## config.mk

```make
export PLATFORM = sky130hd
export DESIGN_NAME = exibe_sequencia
export DESIGN_NICKNAME = d
export VERILOG_FILES = /design/src/rtl/exibe_sequencia_pkg.sv /design/src/rtl/exibe_sequencia_temporizador.sv /design/src/rtl/exibe_sequencia.sv
export SDC_FILE = /design/constraint.sdc
export NUM_CORES = 1
export LEC_CHECK = 0
export ABC_AREA = 1
export CAP_MARGIN = 20
export CORE_MARGIN = 3
export CORE_UTILIZATION = 40
export DETAILED_ROUTE_END_ITERATION = 6
export PLACE_DENSITY = 0.65
export REMOVE_ABC_BUFFERS = 1
export SLEW_MARGIN = 20
export SYNTH_ARGS = -nofsm -noshare
export SYNTH_HDL_FRONTEND = slang
export SYNTH_SLANG_ARGS = --single-unit
```

## constraint.sdc

```tcl
create_clock -name clock -period 1.8 [get_ports clock]
set_input_delay 0.27 -clock clock [delete_from_list [all_inputs] [get_ports clock]]
set_output_delay 0.27 -clock clock [all_outputs]
set_load 0.005 [all_outputs]
```

## src/rtl/exibe_sequencia_pkg.sv

```systemverilog
// Shared definitions for the sequence player: state encodings and default timings.
package exibe_sequencia_pkg;

    typedef enum logic [3:0] {
        OCIOSO   = 4'd0,
        ENDERECA = 4'd1,
        CARREGA  = 4'd2,
        ACENDE   = 4'd3,
        APAGA    = 4'd4,
        FIM      = 4'd5
    } estado_t;

    localparam int T_ON_PADRAO  = 1000;
    localparam int T_OFF_PADRAO = 500;

    function automatic int max_int(input int a, input int b);
        return (a > b) ? a : b;
    endfunction

endpackage

```

## src/rtl/exibe_sequencia_temporizador.sv

```systemverilog
// Up-counter that flags when it has reached the selected limit; clear wins over count.
module temporizador #(
    parameter int W = 4
) (
    input  logic         clock,
    input  logic         reset,
    input  logic         limpa,
    input  logic         conta,
    input  logic [W-1:0] limite,
    output logic         fim_contagem
);

    logic [W-1:0] cnt_q, cnt_d;

    always_comb begin
        cnt_d = cnt_q;
        if (limpa) begin
            cnt_d = '0;
        end else if (conta) begin
            cnt_d = cnt_q + W'(1);
        end
    end

    always_ff @(posedge clock) begin
        if (!reset) begin
            cnt_q <= '0;
        end else begin
            cnt_q <= cnt_d;
        end
    end

    assign fim_contagem = (cnt_q == limite);

endmodule

```

## src/rtl/exibe_sequencia.sv

```systemverilog
// Plays rodada+1 RAM items on the LEDs, each lit for T_ON cycles and followed by a T_OFF gap.
module exibe_sequencia
    import exibe_sequencia_pkg::*;
#(
    parameter int T_ON  = T_ON_PADRAO,
    parameter int T_OFF = T_OFF_PADRAO
) (
    input  logic       clock,
    input  logic       reset,
    input  logic       iniciar,
    input  logic [3:0] rodada,
    output logic [3:0] mem_addr,
    input  logic [3:0] mem_dado,
    output logic [3:0] leds,
    output logic       exibindo,
    output logic       pronto,
    output logic [3:0] db_estado
);

    localparam int TW = $clog2(max_int(T_ON, T_OFF) + 1);
    // The counter starts at 0, so the last cycle of a phase is limit-1.
    localparam logic [TW-1:0] LIM_ON  = TW'(T_ON - 1);
    localparam logic [TW-1:0] LIM_OFF = TW'(T_OFF - 1);

    estado_t       estado_q, estado_d;
    logic [3:0]    indice_q, indice_d;
    logic [3:0]    rodada_q, rodada_d;
    logic [3:0]    leds_q, leds_d;
    logic          tmr_limpa, tmr_conta, tmr_fim;
    logic [TW-1:0] tmr_limite;

    temporizador #(.W(TW)) u_temporizador (
        .clock        (clock),
        .reset        (reset),
        .limpa        (tmr_limpa),
        .conta        (tmr_conta),
        .limite       (tmr_limite),
        .fim_contagem (tmr_fim)
    );

    always_comb begin
        estado_d   = estado_q;
        indice_d   = indice_q;
        rodada_d   = rodada_q;
        leds_d     = leds_q;
        tmr_limpa  = 1'b0;
        tmr_conta  = 1'b0;
        tmr_limite = (estado_q == ACENDE) ? LIM_ON : LIM_OFF;
        unique case (estado_q)
            OCIOSO: begin
                leds_d = '0;
                if (iniciar) begin
                    rodada_d = rodada;
                    indice_d = '0;
                    estado_d = ENDERECA;
                end
            end
            ENDERECA: estado_d = CARREGA;
            CARREGA: begin
                leds_d    = mem_dado;
                tmr_limpa = 1'b1;
                estado_d  = ACENDE;
            end
            ACENDE: begin
                tmr_conta = 1'b1;
                if (tmr_fim) begin
                    leds_d    = '0;
                    tmr_limpa = 1'b1;
                    estado_d  = APAGA;
                end
            end
            APAGA: begin
                tmr_conta = 1'b1;
                if (tmr_fim) begin
                    tmr_limpa = 1'b1;
                    // Index stops at rodada_q (<= 15), so it can never wrap.
                    if (indice_q == rodada_q) begin
                        estado_d = FIM;
                    end else begin
                        indice_d = indice_q + 4'd1;
                        estado_d = ENDERECA;
                    end
                end
            end
            FIM:     estado_d = OCIOSO;
            default: estado_d = OCIOSO;
        endcase
    end

    always_ff @(posedge clock) begin
        if (!reset) begin
            estado_q <= OCIOSO;
            indice_q <= '0;
            rodada_q <= '0;
            leds_q   <= '0;
        end else begin
            estado_q <= estado_d;
            indice_q <= indice_d;
            rodada_q <= rodada_d;
            leds_q   <= leds_d;
        end
    end

    assign mem_addr  = (estado_q == OCIOSO) ? 4'd0 : indice_q;
    assign leds      = leds_q;
    assign exibindo  = (estado_q != OCIOSO);
    assign pronto    = (estado_q == FIM);
    assign db_estado = estado_q;

endmodule

```

==> impl_results.md, run 1 <==
- Status: completed
- RR Startpoint: db_estado[0]
- Worst min-delay path startpoint: mem_dado[2]
- Crit. End Element: output port
- YS warnings: 0
- Path depth of the worst reg2reg path: 10
- Hold Path Class: in2reg
- Crit path max fanout: 3
- Vias in the first global route: ~1.2k
- Leakage: 0.680 nW
- Die Wd: 63.2 microns
- Netlist cell types: 29
- Area grow syn2layout: 26.4%
- Hold Path Sink: leds[2]
- Gpl congestion: ~0.8
- Setup CP Type: reg2out
- Fmax: 580 MHz
- Max-slew violation count: 0
- Drt pass-1 iters: 4
- Post-Route Skew: 16.3 ps
- Post-CTS Hold Buffers: 0
- Initial core utilization: 0.425
- Antenna Cells: 0
- Rel. slew slack: 0.663
- Mapped Avg Cell Area: just under 7 sq um
- Site Rows: 20
- Drt first-iter violations: 33
- CP Data Required Time: between 1500 and 2000 ps
- Die Area: 0.00399 sq mm
- RSZ-0062 raised after global routing: false
- Power density cells: approximately 920 mW/mm^2
- Io pins: 25
- Worst-Margin Slew: 502 ps
- Initial antenna violation count: 0
- Routed via count: 1,251
- Via density: 4.70
- Final hold violation count: 0
- Core ar.: 0.00308 sq mm
- CTS sink count: 25
- Antenna violation net count after detailed routing: 0
- Tcrit/Tclk final: 0.959
- Largest net degree at the start of global routing: 16
- Total track usage: 0.152
- Post-Syn Instances: 193
- Mapped Area: between 0.001 and 0.0015 sq mm
- Clk_lat worst skew: 330 ps
- Flop-to-flop setup slack: roughly 230 ps
- Clk buf depth: 2
- PortBufs: 23
- CTS tree: done
- Final WL: ~2800 microns
- Remaining Overflow, GRT: 0
- H-tree depth: 1
- First-pass GRT wire length: approximately 5000 microns
- #FFs+latches synth: 25
- Die Y: between 60 and 70 microns
- Setup-failing EPs final: 0
- Clk root buf: clkbuf_4
- Post-DR wirelength/cell: around 11 microns
- Startpoint Class: flip-flop
- Most common cell after layout, fill and taps aside: nand2_1
- Hpwl dp: 2170 microns
- R2r endpoint: leds[3]
- Min Hold Slack: between 400 and 500 ps
- VDD IR max: 0.499 mV
- Seq/Total Area, Yosys: 0.383
- Nets: ~240
- Max-Cap Viols: 0
- Crit path from: db_estado[0]
- Fill count: 308
- Signal arrival time at the worst endpoint: 1460 ps
- DRC: 0
- Most frequent cells in the layout: nand2_1, nor2_1, dfxtp_1
- Top post-synthesis cells by area: dfxtp_1, nand2_1, nor2_1
- WHS Path Cells: 3
- Setup TNS: 0 ps
- Total CTS buffers: 3
- Share of layout cells above drive strength 1: 0.131
- Leading area contributor after synthesis: dfxtp_1
- Reg clk slew, reported paths: 150 ps
- Final min period: about 1700 ps
- Synth top area share: 0.383
## how the worst max path moves through the flow
stage               depth (start not counted)                 endpoint  slack, ps
finish                                      6              mem_addr[0]         70
CTS                                         6                 exibindo         40
global route                                6              mem_addr[0]         20
global placement                            5                 exibindo        260
detailed placement                          3                   pronto        220
floorplan                                   9  u_temporizador.cnt_q[4]        430
## power by group
group | internal [W] | total, W | leakage (nW) | switching, W
sequential | 0.000619 | 0.000677 | 0.205 | 0.0000581
combinational | 0.000259 | 0.000582 | 0.460 | 0.000323
clock | 0.0000851 | 0.000266 | 0.0139 | 0.000181
total | 0.000963 | 0.00153 | 0.680 | 0.000562
## area by class of cell
| class | instances | area (sq um) | share of cell area |
|---|---|---|---|
| multi-input combinational | 143 | 713 | 0.431 |
| clock buffer | 3 | 22.5 | 0.0136 |
| timing repair buffer | 27 | 256 | 0.155 |
| tap | 44 | 55.1 | 0.0333 |
| sequential | 25 | 512 | 0.310 |
| clock inverter | 1 | 7.51 | 0.00454 |
| inverter | 23 | 86.3 | 0.0522 |
## metrics by stage
step	setup slack (ps)	cells	utilization	area [sq um]	power (W)
2_1_floorplan	433	191	-	1290	0.00102
3_3_place_gp	265	259	0.516	1590	0.00121
3_5_place_dp	223	259	0.516	1590	0.00122
4_1_cts	41.2	266	0.536	1650	0.00154
5_1_grt	23.3	266	0.537	1650	0.00165
6_report	74.5	266	0.537	1650	0.00153
## cell families (layout without fill, tap and decap cells)
family / count (synthesis) / count (layout) / synth area share
other: 1 / 1 / 0.00287
DFF: 25 / 25 / 0.383
buffers and inverters: 25 / 54 / 0.0756
and+or+nand+nor: 110 / 110 / 0.391
xor gates and xnor gates: 4 / 4 / 0.0268
AOI/OAI and AO/OA: 26 / 26 / 0.101
adders and majority gates: 2 / 2 / 0.0191
## per-layer routing
| layer | routed length, microns | part of all wire | global-route usage | up-vias |
|---|---|---|---|---|
| met5 | 0 | 0 | 0 | - |
| met4 | 82 | 0.029 | 0.0755 | 0 |
| met3 | 51 | 0.018 | 0.0250 | 9 |
| met2 | 1330 | 0.47 | 0.253 | 14 |
| met1 | 1370 | 0.48 | 0.190 | 558 |
| li1 | - | - | - | 670 |
## cells in the mapped netlist, drive strengths merged
cell type	number
conb	1
inv	23
nor3	5
nand3b	1
nand2	58
nand4	3
nand3	7
nor2	31
nor3b	2
xnor2	2
ha	2
buf	2
a21oi	18
xor2	2
o21ai	7
o31ai	1
dfxtp	25
or2	3
## worst max-delay path: stages, from the launching register on
cell and delay, ps:
dfxtp_4 390, nor2_4 130, inv_2 60, nor2_4 120, buf_4 140, nor2_1 30
dlygate4sd2_1 250
## state kept, by name, summed over array words and instances, names as in the netlist
| signal | count |
|---|---|
| db_estado | 3 |
| u_temporizador.cnt_q | 10 |
| leds | 4 |
| indice_q | 4 |
| rodada_q | 4 |
## repair_timing
item / 4_1_cts / 5_1_grt
endpoints found under the setup margin: 6 / 3
buffers inserted: 3 / 0
pin swaps: 1 / 1
resized for setup: 13 / 1
Note: power is estimated with default switching activity, not from simulation.
==> inputs of run 2 (changes only) <==
TNS_END_PERCENT = 20   (was default)
clock period = 2.15 ns   (was 1.8 ns; I/O delays follow)
==> run 2 against run 1 <==
  * Sequential cell count unchanged
  * Clock skew fell by 10 ps
  * Global-route usage shrank 0.19 points
  * Clock power down 22%
  * Hold slack got worse by 8.4 ps
  * Register-to-register slack improved by 320 ps
  * Design area is 2.3% lower
  * Non-clock buffer count shrank 3
  * Sequential share of layout area barely moved
  * Utilization is 1.2 points lower
  * Critical path type unchanged
==> impl_results.md, run 2 (synthesized netlist as in run 1, its figures left out) <==
- Initial core utilization: 0.425
- Drt first-iter violations: 34
- Largest net degree at the start of global routing: 15
- Share of layout cells above drive strength 1: 0.105
- Final WL: 2730 microns
- Antenna violation net count after detailed routing: 0
- Crit path max fanout: 7
- Tcrit/Tclk final: 0.919
- Leakage: 0.639 nW
- Max-slew violation count: 0
- Most frequent cells in the layout: nand2_1, nor2_1, dfxtp_1
- Area after DPL: 0.00159 sq mm
- Flop-to-flop setup slack: 550 ps
- Comb power frac: 0.369
- Max-Cap Viols: 0
- Switch Pwr: 0.000445 W
- Core ar.: 0.00308 sq mm
- Status: completed
- Final instance area: 0.00162 sq mm
- Post-Route Skew: about 6.1 ps
- Path depth of the worst reg2reg path: 9
- Die Y: 63.2 microns
- Hold Path Sink: leds[2]
- Post-CTS Hold Buffers: 0
- Most common cell after layout, fill and taps aside: nand2_1
- Slowest stage cell, crit path: clkdlybuf4s50_1
- Clk buf depth: 2
- Fmax: about 500 MHz
- Sw Share: 0.364
- Critical path cell sequence: nor2_2 -> inv_2 -> nor2_4 -> nor2_1 -> clkdlybuf4s50_1
- Startpoint Class: flip-flop
- CTS sink count: 25
- Initial antenna violation count: 0
- Power density cells: about 760 mW/mm^2
- Worst min-delay path startpoint: leds[2]
- Total CTS buffers: 3
- RR Startpoint: db_estado[0]
- Setup TNS: 0 ps
- Site Rows: 20
- Setup CP Type: reg2out
- CTS tree: done
- Signal arrival time at the worst endpoint: 1650 ps
- Clk pwr share: 0.171
- Internal power: approximately 0.00078 W
- Antenna Cells: 0
- Area grow syn2layout: 23.5%
- Io pins: 25
- Post-layout utilization of the core: 0.525
- Resize count post-CTS: 0
- Final min period: approximately 2000 ps
- Via density: between 4 and 5
- DRC: 0
- R2r endpoint: leds[3]
- Nets: 233
- VDD IR max: just under 0.5 mV
- Worst-Margin Slew: 525 ps
- Die Wd: approximately 63 microns
- Die Area: about 0.0040 sq mm
- Clk_lat worst skew: around 310 ps
- Reg with most FFs: u_temporizador.cnt_q
- RSZ-0062 raised after global routing: false
- Setup bufs post-CTS: 0
- Rel. slew slack: 0.647
- PortBufs: 23
- H-tree depth: 1
- Crit. End Element: output port
- Seq pwr share: 0.461
- Gpl congestion: ~0.8
- Setup-failing EPs final: 0
- Worst path max stage delay: about 530 ps
- WHS Path Cells: 2
- CP Buf/Inv Count: 2
- Drt pass-1 iters: 4
- Routed via count: approximately 1.2k
- Clk root buf: clkbuf_4
- Remaining Overflow, GRT: 0
- CP Data Required Time: between 1500 and 2000 ps
- Total track usage: 0.150
- Crit path max-delay family: buffers and inverters
- Min Hold Slack: 468 ps
- Reg clk slew, reported paths: ~130 ps
- Hold Path Class: reg2reg
- Max reg flops: 10
- Post-DR wirelength/cell: ~10 microns
- First-pass GRT wire length: around 4900 microns
- Hpwl dp: 2150 microns
- Vias in the first global route: about 1.1k
- Final hold violation count: 0
-- run 2: cell count changes in the layout (fill, tap and decap cells not counted), sizes merged --
cell and delta:
buf -3, dlygate4sd2 -6, clkinvlp -1, clkinv +1, clkdlybuf4s50 +6
-- run 2: cell type report --
type                            count  area [sq um]
Fill cell                         318          1460
Timing Repair Buffer               24           238
Sequential cell                    25           500
Inverter                           23          86.3
Clock inverter                      1          5.00
Multi-Input combinational cell    143           708
Tap cell                           44          55.1
Clock buffer                        3          22.5
-- run 2: worst register-to-register path: cells and delay by family (launching register included) --
family	cells	cell delay (ps)
simple gates	7	800
flops	1	470
compound gates	2	210
-- run 2: worst max-delay path by stage --
stage | start | to | slack (ps) | cells after the start
floorplan | db_estado[1] | u_temporizador.cnt_q[4] | 780 | 9
global placement | db_estado[0] | exibindo | 590 | 5
detailed placement | db_estado[0] | mem_addr[2] | 510 | 5
CTS | db_estado[0] | mem_addr[2] | 140 | 5
global route | db_estado[2] | pronto | 50 | 3
finish | db_estado[0] | mem_addr[2] | 170 | 5
-- run 2: power by group through the flow --
stage	combinational (W)	clock (W)	sequential, W
final	0.000451	0.000208	0.000563
after global routing	0.000513	0.000249	0.000573
after CTS	0.000456	0.000221	0.000564
after detailed placement	0.000454	0	0.000573
after global placement	0.000444	0	0.000569
after floorplan	0.000291	0	0.000566
-- run 2: routing by layer --
layer,track usage,up-vias,wire length (microns)
met2,0.248,11,1320
met1,0.194,524,1320
met5,0,-,0
met3,0.0285,2,65
met4,0.0566,0,21
li1,-,657,-
-- run 2: through the flow --
stage	instances	setup slack (ps)	power, W
4_1_cts	263	144	0.00124
5_1_grt	263	54.9	0.00133
2_1_floorplan	191	783	0.000857
3_5_place_dp	259	506	0.00103
3_3_place_gp	259	593	0.00101
6_report	263	173	0.00122
